**src/rtl/seq_det_arbiter.sv**
```systemverilog
`default_nettype none
// ============================================================================
// Module   : seq_det_arbiter
// Function : Round-robin sharing of one moore_1010 detector among N_REQ
//            serial requesters; reports per-frame match counts.
// Revision : 1.0  initial release
// ============================================================================
module seq_det_arbiter #(
    parameter int N_REQ = 4,
    parameter int CNT_W = 8,
    parameter int ID_W  = $clog2(N_REQ)
) (
    input  logic             clk,
    input  logic             rst,
    input  logic [N_REQ-1:0] req,
    input  logic [N_REQ-1:0] valid,
    input  logic [N_REQ-1:0] bit_in,
    input  logic [N_REQ-1:0] last,
    output logic [N_REQ-1:0] grant,
    output logic             busy,
    output logic             det_rst,
    output logic             det_x,
    input  logic             det_y,
    output logic             done,
    output logic [ID_W-1:0]  done_id,
    output logic [CNT_W-1:0] match_cnt,
    output logic             err
);

    typedef enum logic [2:0] {
        S_IDLE   = 3'd0,
        S_CLR    = 3'd1,
        S_STREAM = 3'd2,
        S_DRAIN  = 3'd3,
        S_REPORT = 3'd4
    } state_t;

    localparam logic [CNT_W-1:0] C_CNT_MAX = {CNT_W{1'b1}};
    localparam logic [ID_W-1:0]  C_ID_LAST = ID_W'(N_REQ - 1);
    localparam logic [N_REQ-1:0] C_ONE     = N_REQ'(1);

    state_t           r_state;
    state_t           w_next;
    logic [ID_W-1:0]  r_gid;
    logic [ID_W-1:0]  r_ptr;
    logic [ID_W-1:0]  w_win;
    logic [ID_W-1:0]  w_cand;
    logic             w_found;
    logic [CNT_W-1:0] r_cnt;
    logic [CNT_W-1:0] w_cnt_inc;
    logic             r_first;
    logic             w_bit_valid;
    logic             w_bit_last;

    assign w_bit_valid = valid[r_gid];
    assign w_bit_last  = last[r_gid];
    assign w_cnt_inc   = (r_cnt == C_CNT_MAX) ? r_cnt : r_cnt + CNT_W'(1);

    // Search upward from the last winner, wrapping at N_REQ-1.
    always_comb begin
        w_found = 1'b0;
        w_win   = '0;
        w_cand  = r_ptr;
        for (int i = 0; i < N_REQ; i++) begin
            w_cand = (w_cand == C_ID_LAST) ? '0 : w_cand + ID_W'(1);
            if (!w_found && req[w_cand]) begin
                w_found = 1'b1;
                w_win   = w_cand;
            end
        end
    end

    always_ff @(posedge clk or negedge rst) begin
        if (!rst) begin
            r_state <= S_IDLE;
        end else begin
            r_state <= w_next;
        end
    end

    always_comb begin
        w_next  = r_state;
        busy    = (r_state != S_IDLE);
        det_rst = 1'b1;
        det_x   = 1'b0;
        done    = 1'b0;
        case (r_state)
            S_IDLE: begin
                if (w_found) w_next = S_CLR;
            end
            S_CLR: begin
                w_next = S_STREAM;
            end
            S_STREAM: begin
                det_rst = 1'b0;
                det_x   = bit_in[r_gid];
                if (!w_bit_valid)    w_next = S_IDLE;
                else if (w_bit_last) w_next = S_DRAIN;
            end
            S_DRAIN: begin
                det_rst = 1'b0;
                w_next  = S_REPORT;
            end
            S_REPORT: begin
                done   = 1'b1;
                w_next = S_IDLE;
            end
            default: begin
                w_next = S_IDLE;
            end
        endcase
    end

    always_ff @(posedge clk or negedge rst) begin
        if (!rst) begin
            r_gid     <= '0;
            r_ptr     <= C_ID_LAST;
            r_cnt     <= '0;
            r_first   <= 1'b0;
            grant     <= '0;
            done_id   <= '0;
            match_cnt <= '0;
            err       <= 1'b0;
        end else begin
            err <= 1'b0;
            case (r_state)
                S_IDLE: begin
                    if (w_found) begin
                        r_gid <= w_win;
                        r_ptr <= w_win;
                        r_cnt <= '0;
                        grant <= C_ONE << w_win;
                    end
                end
                S_CLR: begin
                    r_first <= 1'b1;
                end
                S_STREAM: begin
                    r_first <= 1'b0;
                    if (!w_bit_valid) begin
                        err   <= 1'b1;
                        grant <= '0;
                    end else begin
                        // y on the first stream cycle still reflects the cleared detector
                        if (det_y && !r_first) r_cnt <= w_cnt_inc;
                        if (w_bit_last) grant <= '0;
                    end
                end
                S_DRAIN: begin
                    done_id   <= r_gid;
                    match_cnt <= det_y ? w_cnt_inc : r_cnt;
                end
                default: begin
                end
            endcase
        end
    end

endmodule
`default_nettype wire

```
**config.mk**
```make
export PLATFORM = sky130hd
export DESIGN_NAME = seq_det_arbiter
export DESIGN_NICKNAME = d
export VERILOG_FILES = /design/src/rtl/seq_det_arbiter.sv
export SDC_FILE = /design/constraint.sdc
export NUM_CORES = 1
export LEC_CHECK = 0
export ABC_AREA = 1
export CAP_MARGIN = 20
export CELL_PAD_IN_SITES_DETAIL_PLACEMENT = 1
export CELL_PAD_IN_SITES_GLOBAL_PLACEMENT = 2
export CORE_AREA = 2 2 91 93
export CTS_CLUSTER_DIAMETER = 100
export DETAILED_ROUTE_END_ITERATION = 8
export DIE_AREA = 0 0 93 95
export MAX_ROUTING_LAYER = met4
export PLACE_DENSITY = 0.81
export SYNTH_ARGS = -nofsm -noshare
export SYNTH_HDL_FRONTEND = slang
export SYNTH_SLANG_ARGS = --single-unit
```
**constraint.sdc**
```tcl
create_clock -name clk -period 1.85 [get_ports clk]
set_clock_uncertainty 0.1 [all_clocks]
set_input_delay 0.2775 -clock clk [delete_from_list [all_inputs] [get_ports clk]]
set_output_delay 0.2775 -clock clk [all_outputs]
set_load 0.01 [all_outputs]
```
# Word-level counts from Yosys, hierarchy flattened

Cells that the tools add are included.

Add/sub/neg operators: 5
Order comparisons: 5
Equal/unequal tests: 13
Shift operators: 1
Multiplexer cells: 46
Reduce and logical (&&, ||, !) cells: 17

Operators with widths:

| kind                                                       | number |
|---|---|
| two-way mux 8 bit                                          | 5 |
| two-way mux 1 bit                                          | 16 |
| two-way mux 2 bit                                          | 8 |
| case mux 8 bit (2 select lines)                            | 1 |
| less-than comparator 2 x 3 -> 1 bit, second input constant | 5 |
| binary-select mux 1 bit (select 2 bit)                     | 7 |
| two-way mux 4 bit                                          | 3 |
| case mux 3 bit (4 select lines)                            | 1 |
| two-way mux 3 bit                                          | 3 |
| adder 2 x 1 -> 2 bit, second input constant                | 4 |
| adder 8 x 1 -> 8 bit, second input constant                | 1 |
| == test 2 bit, second input constant                       | 4 |
| == test 8 bit, second input constant                       | 1 |
| case mux 4 bit (2 select lines)                            | 1 |
| == test 3 x 2 -> 1 bit, second input constant              | 2 |
| != test 2 bit, second input constant                       | 3 |
| logical AND 1 bit                                          | 4 |
| logical NOT 1 bit                                          | 4 |
| AND reduction 2 bit                                        | 2 |
| AND reduction 4 bit                                        | 1 |
| nonzero test 2 bit                                         | 2 |
| << shifter 1 x 2 -> 4 bit, first input constant            | 1 |
| == test 3 x 1 -> 1 bit, second input constant              | 1 |
| == test 3 bit, second input constant                       | 1 |
| 6 further kinds                                            | 6 |

Register bits: 31
Logic and storage cells: 96

# Logic depth before layout (Yosys ltp)

Depth in word-level cells: 17
Gate-level depth with buffers: 14
Depth with buffers taken out: 13

# Least setup slack after synthesis

No wires, ideal clock.

Kind: reg-to-reg
From: register r_ptr[0]
To: register r_cnt[0]
Setup time: 117 ps
Data arrival time: 1757 ps
Data required time: 1633 ps
Setup slack: -124 ps
Stages on the path, launching flop included: 13
Path buffers: 1
Clock period less this slack: 1974 ps
Cells stage by stage: dfstp_2 > ha_1 > inv_2 > nand2_1 > nand2_1 > nand2_2 > nand2_4 > nand2_4 > nor2_8 > nand3_2 > buf_6 > nand4_1 > nand2_1

Cells in the longest elaborated chain, start to end: 16
Elaborated cells between the ends (all ways): 32
Those cells by class: add/sub: 4; eq/ne: 5; mux: 16; reduce/logical: 7

Ends and longest elaborated chain:

| item                                                                          | line | source |
|---|---|---|
| from (decl)                                                                   | 45   | `logic [ID_W-1:0] r_ptr;` |
| from (signal assigned)                                                        | 130  | `r_ptr <= w_win;` |
| adder 2 x 1 -> 2 bit or == test 2 bit (tied branches)                         | 65   | `w_cand = (w_cand == C_ID_LAST) ? '0 : w_cand + ID_W'(1);` |
| two-way mux 2 bit *                                                           | 65   |  |
| parallel branches: the longest is 11 deep, another holds adder 2 x 1 -> 2 bit | n/a  |  |
| two-way mux 1 bit *                                                           | 66   | `if (!w_found && req[w_cand]) begin` |
| != test 2 bit (no source line) *                                              | n/a  |  |
| AND reduction 4 bit (no source line) *                                        | n/a  |  |
| to (signal assigned)                                                          | 145  | `if (det_y && !r_first) r_cnt <= w_cnt_inc;` |
| to (decl)                                                                     | 49   | `logic [CNT_W-1:0] r_cnt;` |

Every way passes the cells marked *. The select of a mux whose other input is x is not followed.
A chain may end at the register's enable or synchronous reset.

# Worst setup path after layout

From: register r_ptr[1]
To: register grant[2]

Cells in the longest elaborated chain, start to end: 17
Elaborated cells between the ends (all ways): 39
Those cells by class: add/sub: 4; eq/ne: 5; shift: 1; mux: 22; reduce/logical: 7

Ends and longest elaborated chain:

| item                                                                          | line | source |
|---|---|---|
| adder 2 x 1 -> 2 bit or == test 2 bit (tied branches)                         | 65   |  |
| two-way mux 2 bit *                                                           | 65   |  |
| parallel branches: the longest is 15 deep, another holds adder 2 x 1 -> 2 bit | n/a  |  |
| to (signal assigned)                                                          | 132  | `grant <= C_ONE << w_win;` |
| to (decl)                                                                     | 19   | `output logic [N_REQ-1:0] grant,` |

Marked as above.

==> flow_summary.toml <==
[status]
run_status = "complete, but fails checks"
violations_in_the_final_reports = "negative setup slack"

[power_and_ir_drop]
power_per_cell_area_nw_per_um2 = 1840
power.leakage_nw = 1.46
worst_ir_drop_vdd_mv = 0.675
finalPower_w = 0.00559

[timing]
postLayoutSetupSlackWorst_ps = -157
grt_setup_unrepaired = "yes"
final-hold-violation-count = 0
fmaxAchievable_mhz = 498
fin_tns_setup_ps = -2020
hold_ws_ps = 284
worst_relative_slew_slack = 0.721
timing_worst_slew_pin_value_ps = 418
final_critical_delay_including_setup_and_external_delays_ps = 2010
timing.final.max_slew_violations = 0
count_of_final_setup_violators = 16
timing.final.crit_share = 1.08

[placement]
gp_congestion = 0.819
post-dp-hpwl_mm = 4.83
placed_area_um2 = 2780
io_buffer_count = 37

[routing]
first_iter_violations = 65
dr_drc_count = 0
post_drt_wl_per_cell_um = 13.9
drt_pass1_iterations = 4
postRouteWirelength_mm = 6.46
viasPerCell = 4.61
drtAntennaViolNets = 0
total_number_of_vias = 2148

[yosys]
synth_sequential_area_ratio = 0.390
synth_cell_type_count = 29
syn_area_per_cell_um2 = 7.23
syn-instance-count = 276
net_count_after_synthesis = 297
synth-seq-cells = 31
syn-cell-area_um2 = 1990
yosys_warnings = 0

[hold_path]
holdCritPathClass = "primary input to asynchronous set/reset pin"

[die]
die_area_um2 = 8840
floorplan.io_pins = 38
area_of_the_core_region_um2 = 7930
num_rows = 33
die_h_um = 95
effective_utilization_at_floorplan = 0.252
chipWidth_um = 93

[clocking]
clock_transition_time_at_the_flip_flop_clock_pins_of_the_worst_setup_and_hold_paths_ps = 70
worst_skew_pair_later_pin_latency_ps = 280
cts_buf_count = 5
htree_levels = 2
tritoncts = "yes"
max-clock-path-buffers = 2
cts_root_buf = "clkbuf_8"
post_cts_hold_buffer_count = 0
cts.sinks = 31

[critical_path]
setup.worst_path.class = "flip-flop to flip-flop"
crit_path_cell_trace = "ha_4 > inv_6 > buf_4 > nand2_2 > nand2_4 > nor2_8 > buf_4 > a21oi_4 > nand3_1 > nand2_2"
cpLargestDelayFamily = "flip-flops"
crit_path_arrival_time_ps = 2130
worst_ep_required_time_ps = 1970
critical_path.slowest_cell = "dfstp_2"
crit_start_category = "flip-flop"
max_stage_delay_ps = 580
critical_path.endpoint_type = "flip-flop"
crit_path_max_fanout = 6
critPathBufInv = 3

[run]
cap_violations = 0

[global_routing]
first_global_vias = 2221
globalRouteOverflowTotal = 0
global_route_usage_sum = 0.160
antenna_found_initial = 0
grt_max_degree = 32
global_route_wire_length_before_repair_mm = 10.9

[cells_and_area]
final_core_utilization = 0.382
num-nets-final = 381
flow.area_growth_from_synthesis_pct = 51.9
drive_above_1_share = 0.294
most-common-layout-cells = "nand2_1 (69), buf_4 (39), clkdlybuf4s50_1 (33)"
antennaDiodeCount = 0
mostFrequentLayoutCell = "nand2_1"
nFillCells = 996
final_cell_area_um2 = 3030
==> where the power goes <==
group          switching, W  internal, W  leakage [nW]
sequential         0.000172     0.000945         0.392
clock              0.000254     0.000267        0.0395
combinational       0.00222      0.00173          1.03
==> routing by layer <==
| layer | up-vias | GRT usage | routed length (um) |
|---|---|---|---|
| met4 | 0 | 0.0221 | 44 |
| met3 | 7 | 0.0367 | 172 |
| met1 | 1046 | 0.187 | 2850 |
| li1 | 1072 | - | - |
| met5 | - | - | 0 |
| met2 | 23 | 0.286 | 3390 |
==> stage by stage <==
step,setup WS (ps),std cells
global route,-262,466
global placement,-174,454
floorplan,3.87,276
CTS,-131,465
finish,-157,466
detailed placement,-186,454
==> final timing paths <==
check,cells past startpoint,slack [ps],to,start
worst max-delay path,10,-160,grant[2],r_ptr[1]
worst min-delay path,2,280,match_cnt[2],rst
worst max register to register,10,-160,grant[2],r_ptr[1]
worst min register to register,2,400,grant[0],grant[0]
max in group asynchronous,2,1010,r_ptr[0],rst
min in group clk,2,400,grant[0],grant[0]
==> flip-flops by register name, summed over array words and instances, names as in the netlist <==
name	flops
match_cnt	8
r_cnt	8
grant	4
r_state	3
done_id	2
r_gid	2
r_ptr	2
err	1
r_first	1
==> logic make-up (layout without fill, tap and decap cells) <==
group                      Yosys count  after routing  share of synthesized area
and+or+nand+nor                    166            166                      0.395
AOI/OAI and AO/OA                   39             40                      0.114
buffers and inverters               36            120                     0.0797
DFF                                 31             31                      0.390
adders and majority gates            2              2                     0.0125
xor gates and xnor gates             2              2                    0.00878
==> repair_timing <==
item,CTS,global route
resized for setup,27,23
endpoints found under the hold margin,0,0
pin swaps,10,20
gates cloned,1,0
endpoints found under the setup margin,19,26
buffers inserted,2,1
==> cell type report <==
class | instances | area (um2) | share of cell area
multi-input cells | 210 | 1200 | 0.395
flip-flops and latches | 31 | 779 | 0.257
repair buffers | 81 | 714 | 0.236
well taps | 105 | 131 | 0.0434
inverters | 31 | 126 | 0.0417
clock buffers | 8 | 80.1 | 0.0264
==> synth_stat cells (all sizes together) <==
cell type  count  area [um2]
o221ai         1        8.76
inv           30         115
ha             2        25.0
a21oi         22         121
dfstp          2        52.6
xor2           2        17.5
nor3           7        40.0
clkinv         1        3.75
buf            5        40.0
o21ai         15        75.1
nor2          24         114
o31ai          1        21.3
nand3         28         168
nand4         11        68.8
dfrtp         29         726
or2            1        6.26
nand2         95         392
Note: power is estimated with default switching activity, not from simulation.
